===== config.mk =====
export PLATFORM = sky130hd
export DESIGN_NAME = speed_gate_ctrl
export DESIGN_NICKNAME = d
export VERILOG_FILES = /design/src/rtl/speed_gate_ctrl.sv
export SDC_FILE = /design/constraint.sdc
export NUM_CORES = 1
export LEC_CHECK = 0
export BUFFER_PORTS_ARGS = -buffer_cell sky130_fd_sc_hd__buf_2
export CAP_MARGIN = 20
export CORE_MARGIN = 4
export CORE_UTILIZATION = 40
export CTS_BUF_LIST = sky130_fd_sc_hd__clkbuf_16
export CTS_CLUSTER_DIAMETER = 40
export DETAILED_ROUTE_END_ITERATION = 6
export PLACE_DENSITY = 0.65
export SETUP_SLACK_MARGIN = 0.2
export SYNTH_ARGS = -nofsm -noshare
export SYNTH_HDL_FRONTEND = slang
export SYNTH_SLANG_ARGS = --single-unit

===== constraint.sdc =====
create_clock -name clk_test -period 2.2 [get_ports clk_test]
set_input_delay 0.44 -clock clk_test [delete_from_list [all_inputs] [get_ports clk_test]]
set_output_delay 0.44 -clock clk_test [all_outputs]
set_load 0.02 [all_outputs]

===== src/rtl/speed_gate_ctrl.sv =====
// speed_gate_ctrl: measurement-window controller for the speed path.
// It drives the pulse counter's gate/clr_count, waits for the BCD digits to
// settle, then latches them into held speed registers with a one-cycle strobe.
//
// Ports:
//   clk_test     in   block clock, rising edge
//   reset        in   synchronous, active-low reset
//   enable       in   measurement enable; low aborts a measurement in progress
//   mode_single  in   1 = single-shot (needs start), 0 = free-running
//   start        in   single-cycle request, used only in single-shot mode
//   cnt0..cnt2   in   counter BCD digits (ones, tens, hundreds)
//   gate         out  counter gate window
//   clr_count    out  counter clear
//   spd0..spd2   out  latched speed digits
//   spd_valid    out  one-cycle strobe when spd* update
//   ovf          out  overrange flag of the most recent latch
//   busy         out  high in every state except IDLE
module speed_gate_ctrl #(
  parameter int unsigned GATE_CYCLES   = 1000,
  parameter int unsigned CLR_CYCLES    = 1,
  parameter int unsigned SETTLE_CYCLES = 2,
  parameter int unsigned CNT_W         = 16
) (
  input  logic       clk_test,
  input  logic       reset,
  input  logic       enable,
  input  logic       mode_single,
  input  logic       start,
  input  logic [3:0] cnt0,
  input  logic [3:0] cnt1,
  input  logic [3:0] cnt2,
  output logic       gate,
  output logic       clr_count,
  output logic [3:0] spd0,
  output logic [3:0] spd1,
  output logic [3:0] spd2,
  output logic       spd_valid,
  output logic       ovf,
  output logic       busy
);

  localparam int unsigned DIG_W = 4;
  localparam logic [DIG_W-1:0] DIG_MAX = DIG_W'(9);

  // Terminal phase values: a state of N cycles leaves when phase reaches N-1.
  localparam logic [CNT_W-1:0] CLR_LAST    = CNT_W'(CLR_CYCLES - 1);
  localparam logic [CNT_W-1:0] GATE_LAST   = CNT_W'(GATE_CYCLES - 1);
  localparam logic [CNT_W-1:0] SETTLE_LAST = CNT_W'(SETTLE_CYCLES - 1);

  typedef enum logic [2:0] {
    IDLE   = 3'd0,
    CLEAR  = 3'd1,
    GATE   = 3'd2,
    SETTLE = 3'd3,
    LATCH  = 3'd4
  } state_t;

  state_t             state_q;
  state_t             state_d;
  logic [CNT_W-1:0]   phase_q;
  logic [DIG_W-1:0]   cnt0_q;
  logic [DIG_W-1:0]   cnt1_q;
  logic [DIG_W-1:0]   cnt2_q;

  logic               gate_d;
  logic               clr_d;
  logic               busy_d;
  logic               valid_d;
  logic               latch_d;
  logic               ovr_d;
  logic [DIG_W-1:0]   lat0_d;
  logic [DIG_W-1:0]   lat1_d;
  logic [DIG_W-1:0]   lat2_d;

  // Next-state decode and next values of the registered outputs.
  always_comb begin
    state_d = state_q;
    gate_d  = 1'b0;
    clr_d   = 1'b0;
    busy_d  = 1'b0;
    valid_d = 1'b0;
    latch_d = 1'b0;
    ovr_d   = 1'b0;
    lat0_d  = cnt0_q;
    lat1_d  = cnt1_q;
    lat2_d  = cnt2_q;

    case (state_q)
      IDLE: begin
        if (enable && (!mode_single || start)) state_d = CLEAR;
      end
      CLEAR: begin
        if (!enable)                   state_d = IDLE;
        else if (phase_q == CLR_LAST)  state_d = GATE;
      end
      GATE: begin
        if (!enable)                   state_d = IDLE;
        else if (phase_q == GATE_LAST) state_d = SETTLE;
      end
      SETTLE: begin
        if (!enable)                     state_d = IDLE;
        else if (phase_q == SETTLE_LAST) state_d = LATCH;
      end
      LATCH: begin
        // mode_single is only consulted here, so mid-window changes are deferred.
        if (enable && !mode_single) state_d = CLEAR;
        else                        state_d = IDLE;
      end
      default: state_d = IDLE;
    endcase

    gate_d  = (state_d == GATE);
    clr_d   = (state_d == IDLE) || (state_d == CLEAR);
    busy_d  = (state_d != IDLE);
    valid_d = (state_d == LATCH);
    latch_d = (state_d == LATCH) && (state_q != LATCH);

    // Any non-BCD digit saturates the whole reading to 999.
    ovr_d = (cnt0_q > DIG_MAX) || (cnt1_q > DIG_MAX) || (cnt2_q > DIG_MAX);
    if (ovr_d) begin
      lat0_d = DIG_MAX;
      lat1_d = DIG_MAX;
      lat2_d = DIG_MAX;
    end
  end

  // State, phase counter, input sampling and registered outputs.
  always_ff @(posedge clk_test) begin
    if (!reset) begin
      state_q   <= IDLE;
      phase_q   <= '0;
      cnt0_q    <= '0;
      cnt1_q    <= '0;
      cnt2_q    <= '0;
      gate      <= 1'b0;
      clr_count <= 1'b1;
      busy      <= 1'b0;
      spd_valid <= 1'b0;
      spd0      <= '0;
      spd1      <= '0;
      spd2      <= '0;
      ovf       <= 1'b0;
    end else begin
      state_q   <= state_d;
      cnt0_q    <= cnt0;
      cnt1_q    <= cnt1;
      cnt2_q    <= cnt2;
      gate      <= gate_d;
      clr_count <= clr_d;
      busy      <= busy_d;
      spd_valid <= valid_d;

      if (state_d != state_q) begin
        phase_q <= '0;
      end else if ((state_q == CLEAR) || (state_q == GATE) || (state_q == SETTLE)) begin
        phase_q <= phase_q + CNT_W'(1);
      end

      if (latch_d) begin
        spd0 <= lat0_d;
        spd1 <= lat1_d;
        spd2 <= lat2_d;
        ovf  <= ovr_d;
      end
    end
  end

endmodule

==> implementation parameters <==
Parameter                              Value

Synth
  Fraction of the mapped netlist area in compound gates ... 0.07497
  Synthesized area per cell ... 9.160 sq um
  Total of flip-flops plus latches after synthesis ... 48
  Net Count, Synth ... ~240
  Arithmetic-cell share of the synthesized area counting full adders, half adders and majority gates ... 0.01906
  Main combinational cell family by area after synthesis ... simple AND/OR/NAND/NOR gates
  Xor and xnor fraction of the mapped netlist area ... 0.06671
  Ys async rst share ... 0
  Simple-gate portion of the synthesized area ... 0.3069
  Post-Syn Instances ... 215
  Netlist cell types ... 42
  Sequential cell area fraction in the yosys report ... 0.4879
  Syn. warnings ... 0
  Top cells by area in the synthesized netlist ... sky130_fd_sc_hd__dfxtp_1 49%, sky130_fd_sc_hd__nor2_1 5.1%, sky130_fd_sc_hd__and2_1 4.1%
  Mux share of post-synthesis cell area ... 0.01080
  Primary FF master, synth ... sky130_fd_sc_hd__dfxtp_1
  Area leader, netlist ... sky130_fd_sc_hd__dfxtp_1
  Area share of the largest cell type after synthesis ... 0.4879
  Number of synthesized flops with an enable pin ... 0
  Post-synthesis instance area ... 0.001969 sq mm

Floorplanning
  Floorplan die height ... a little under 80 um
  Area of the die ... 0.006110 sq mm
  Area inside the core boundary ... 0.004755 sq mm
  Starting density of the core ... 0.4142
  Row count ... 25
  Number of placed I/O pins ... 34
  Horizontal die dimension ... around 78 um

STA
  Setup Skew ... 0.004499 ns
  Pins Over Slew Limit ... 0
  Worst path setup slack after routing ... roughly 0.17 ns
  Worst hold slack ... 0.3544 ns
  Unrepaired setup endpoints after global routing ... yes
  Slew @ Worst Pin ... slightly above 0.4 ns
  Maximum clock rate ... 0.4936 GHz
  Final number of setup-violating endpoints ... 0
  Final-layout setup total negative slack ... 0 ns
  Final period demand of the worst path ... 2.026 ns
  Relative max-transition margin ... 0.7228
  Ratio of final minimum period to clock period ... 0.9208
  Final hold violation count ... 0

Cells and area
  Post-layout instance count excluding filler cells ... 324
  Net count, final ... 276
  Filler instances ... 446
  Area Overhead vs Synth ... 28.14%
  Final antenna diode count ... 0
  Share of final-layout standard cells stronger than drive strength 1 ... 0.3307
  Combined area of the multi-input logic cells ... about 0.0011 sq mm
  Reg area ... 965.9 sq um
  Post-layout instance area ... 0.002524 sq mm

Clock network
  Worst skew pair latency ... 0.29 ns
  Clock buffer depth ... 2
  Clock tree from TritonCTS ... built
  CTS Buf Count ... 5
  TritonCTS sink count ... 48
  Clock root buffer ... sky130_fd_sc_hd__clkbuf_16
  Clock transition at the registers of the reported paths ... 0.06 ns
  Count of H-tree levels built during CTS ... 2

Setup path
  Register-to-register path setup slack ... 0.17 ns
  Crit path DAT ... 2.24 ns
  CP max FO ... 7
  Number of cells traversed by the worst register-to-register path ... 6
  Endpoint type of the worst setup path ... register
  Critical Path RT ... 2.42 ns
  CP endpoint ... spd2[3]
  Worst R2R End ... spd2[3]
  Worst flop-to-flop path startpoint ... phase_q[15]
  Crit path from ... phase_q[15]
  Startpoint class of the critical path ... register
  Slowest stage cell on the critical path ... sky130_fd_sc_hd__or4_4
  Crit path kind ... reg2reg
  Worst-path cell chain ... or4_4, nor4b_4, buf_4, and4_4, nor2_2, nor3_2
  Largest stage delay, worst path ... 0.57 ns

Pwr
  Static Leakage ... 0.001003 uW
  Peak VDD IR ... 0.4727 mV
  Total power per unit cell area ... between 700 and 800 mW/mm^2

GRT
  Residual overflow from global routing ... 0
  Number of global-route vias before repair ... 1491
  Overall track demand over capacity in global routing ... 0.1335
  Global-route wire length before repair ... 6479 um
  Number of antenna violations at the first check in global routing ... 0
  Largest net degree at the start of global routing ... 19

Placement
  HPWL after detailed placement ... 2762 um
  Setup WS pre-CTS ... 0.2093 ns
  Buffers on Ports ... 33
  Post-Place Cells ... around 310
  Gp weighted congestion ... 0.7926
  Post-detailed-placement cell area ... 0.002213 sq mm

Routing
  Average wire per cell in the routed design ... 12.80 um
  Count of TritonRoute iterations in the first routing pass ... 4
  Detailed-route DRC error count ... 0
  Routed via count ... 1605
  Total wire length ... 4148 um
  Routed via count divided by cell count ... 4.954
  1st-iter DRT viols ... 48
  Remaining number of nets flagged by the antenna check after routing ... 0

Worst hold path
  Class of the most critical hold timing path ... in2reg

Run status
  Run status ... complete, no violations

Flow run
  Max-cap check violation count ... 0
[cells by family after synthesis]
kind of cell / after synthesis
xor+xnor: 15
simple gates: 112
flops: 48
compound gates: 23
fa+ha+maj: 3
mux: 2
buf+inv: 12
[synth_stat cells, drive strengths merged, types with 5 or more instances]
| cell | n |
|---|---|
| a21oi | 12 |
| and2 | 13 |
| and3 | 6 |
| dfxtp | 48 |
| inv | 5 |
| nand2 | 20 |
| nand3 | 9 |
| nand4 | 6 |
| nor2 | 27 |
| nor3 | 13 |
| xnor2 | 9 |
| xor2 | 6 |
[state kept, by name (all words and copies together), names as in the netlist, 3 cells and up]
register,flops
spd2,4
cnt2_q,4
state_q,3
spd1,4
phase_q,16
cnt1_q,4
spd0,4
cnt0_q,4
[stage by stage]
stage / utilization / total power, uW
final: 0.5308 / 1866
after floorplan: - / 984.8
after CTS: 0.5008 / 1883
after global placement: 0.4655 / 1028
after detailed placement: 0.4655 / 1028
after global routing: 0.5308 / 1941
[area by class of cell]
cell class / instances / area share
clock buffer: 5 / 0.04958
multi-input combinational: 156 / 0.4184
sequential: 48 / 0.3827
inverter: 5 / 0.007437
clock inverter: 3 / 0.01686
timing repair buffer: 40 / 0.09172
tap: 67 / 0.03322
[power breakdown]
part | switching [uW] | internal [uW]
registers | 14.4 | 887
logic | 66.6 | 49.5
clock network | 315 | 534
[repair_timing]
item / CTS / global route
hold buffers: 0 / 0
cloned: 0 / 2
buffers inserted: 0 / 2
setup endpoints to repair: 1 / 29
resized for setup: 0 / 30
pin swaps: 0 / 22
[cells in the final DEF, fill, tap and decap left out, drive strengths merged, types with 5 or more instances in the layout]
master / synthesis / routed
xor2: 6 / 6
clkbuf: 3 / 5
dfxtp: 48 / 48
nand2: 20 / 20
xnor2: 9 / 9
nand4: 6 / 6
nor2: 27 / 27
nor3: 13 / 13
nand3: 9 / 9
and3: 6 / 6
buf: 3 / 40
and4: 4 / 5
inv: 5 / 5
and2: 13 / 13
a21oi: 12 / 12
[worst max-delay path, delay by kind of cell (launching register included)]
kind | cells | cell delay (ns)
flops | 1 | 0.32
simple gates | 5 | 1.45
buf+inv | 1 | 0.17
[per-layer routing]
metal / track usage / wire length [um]
met1: 0.1602 / 1849
met2: 0.2132 / 1978
met3: 0.04931 / 227
met4: 0.05944 / 92
met5: 0 / 0
[worst min path at each step]
stage	startpoint	slack (ns)	endpoint	depth (start not counted)
after global routing	cnt1[0]	0.35	cnt1_q[0]	2
after detailed placement	spd1[2]	0.44	spd1[2]	2
after CTS	cnt2[0]	0.35	cnt2_q[0]	2
after floorplan	cnt0_q[1]	0.44	spd0[1]	2
after global placement	spd0[2]	0.44	spd0[2]	2
final	cnt2[0]	0.35	cnt2_q[0]	2
Note: power is estimated with default switching activity, not from simulation.
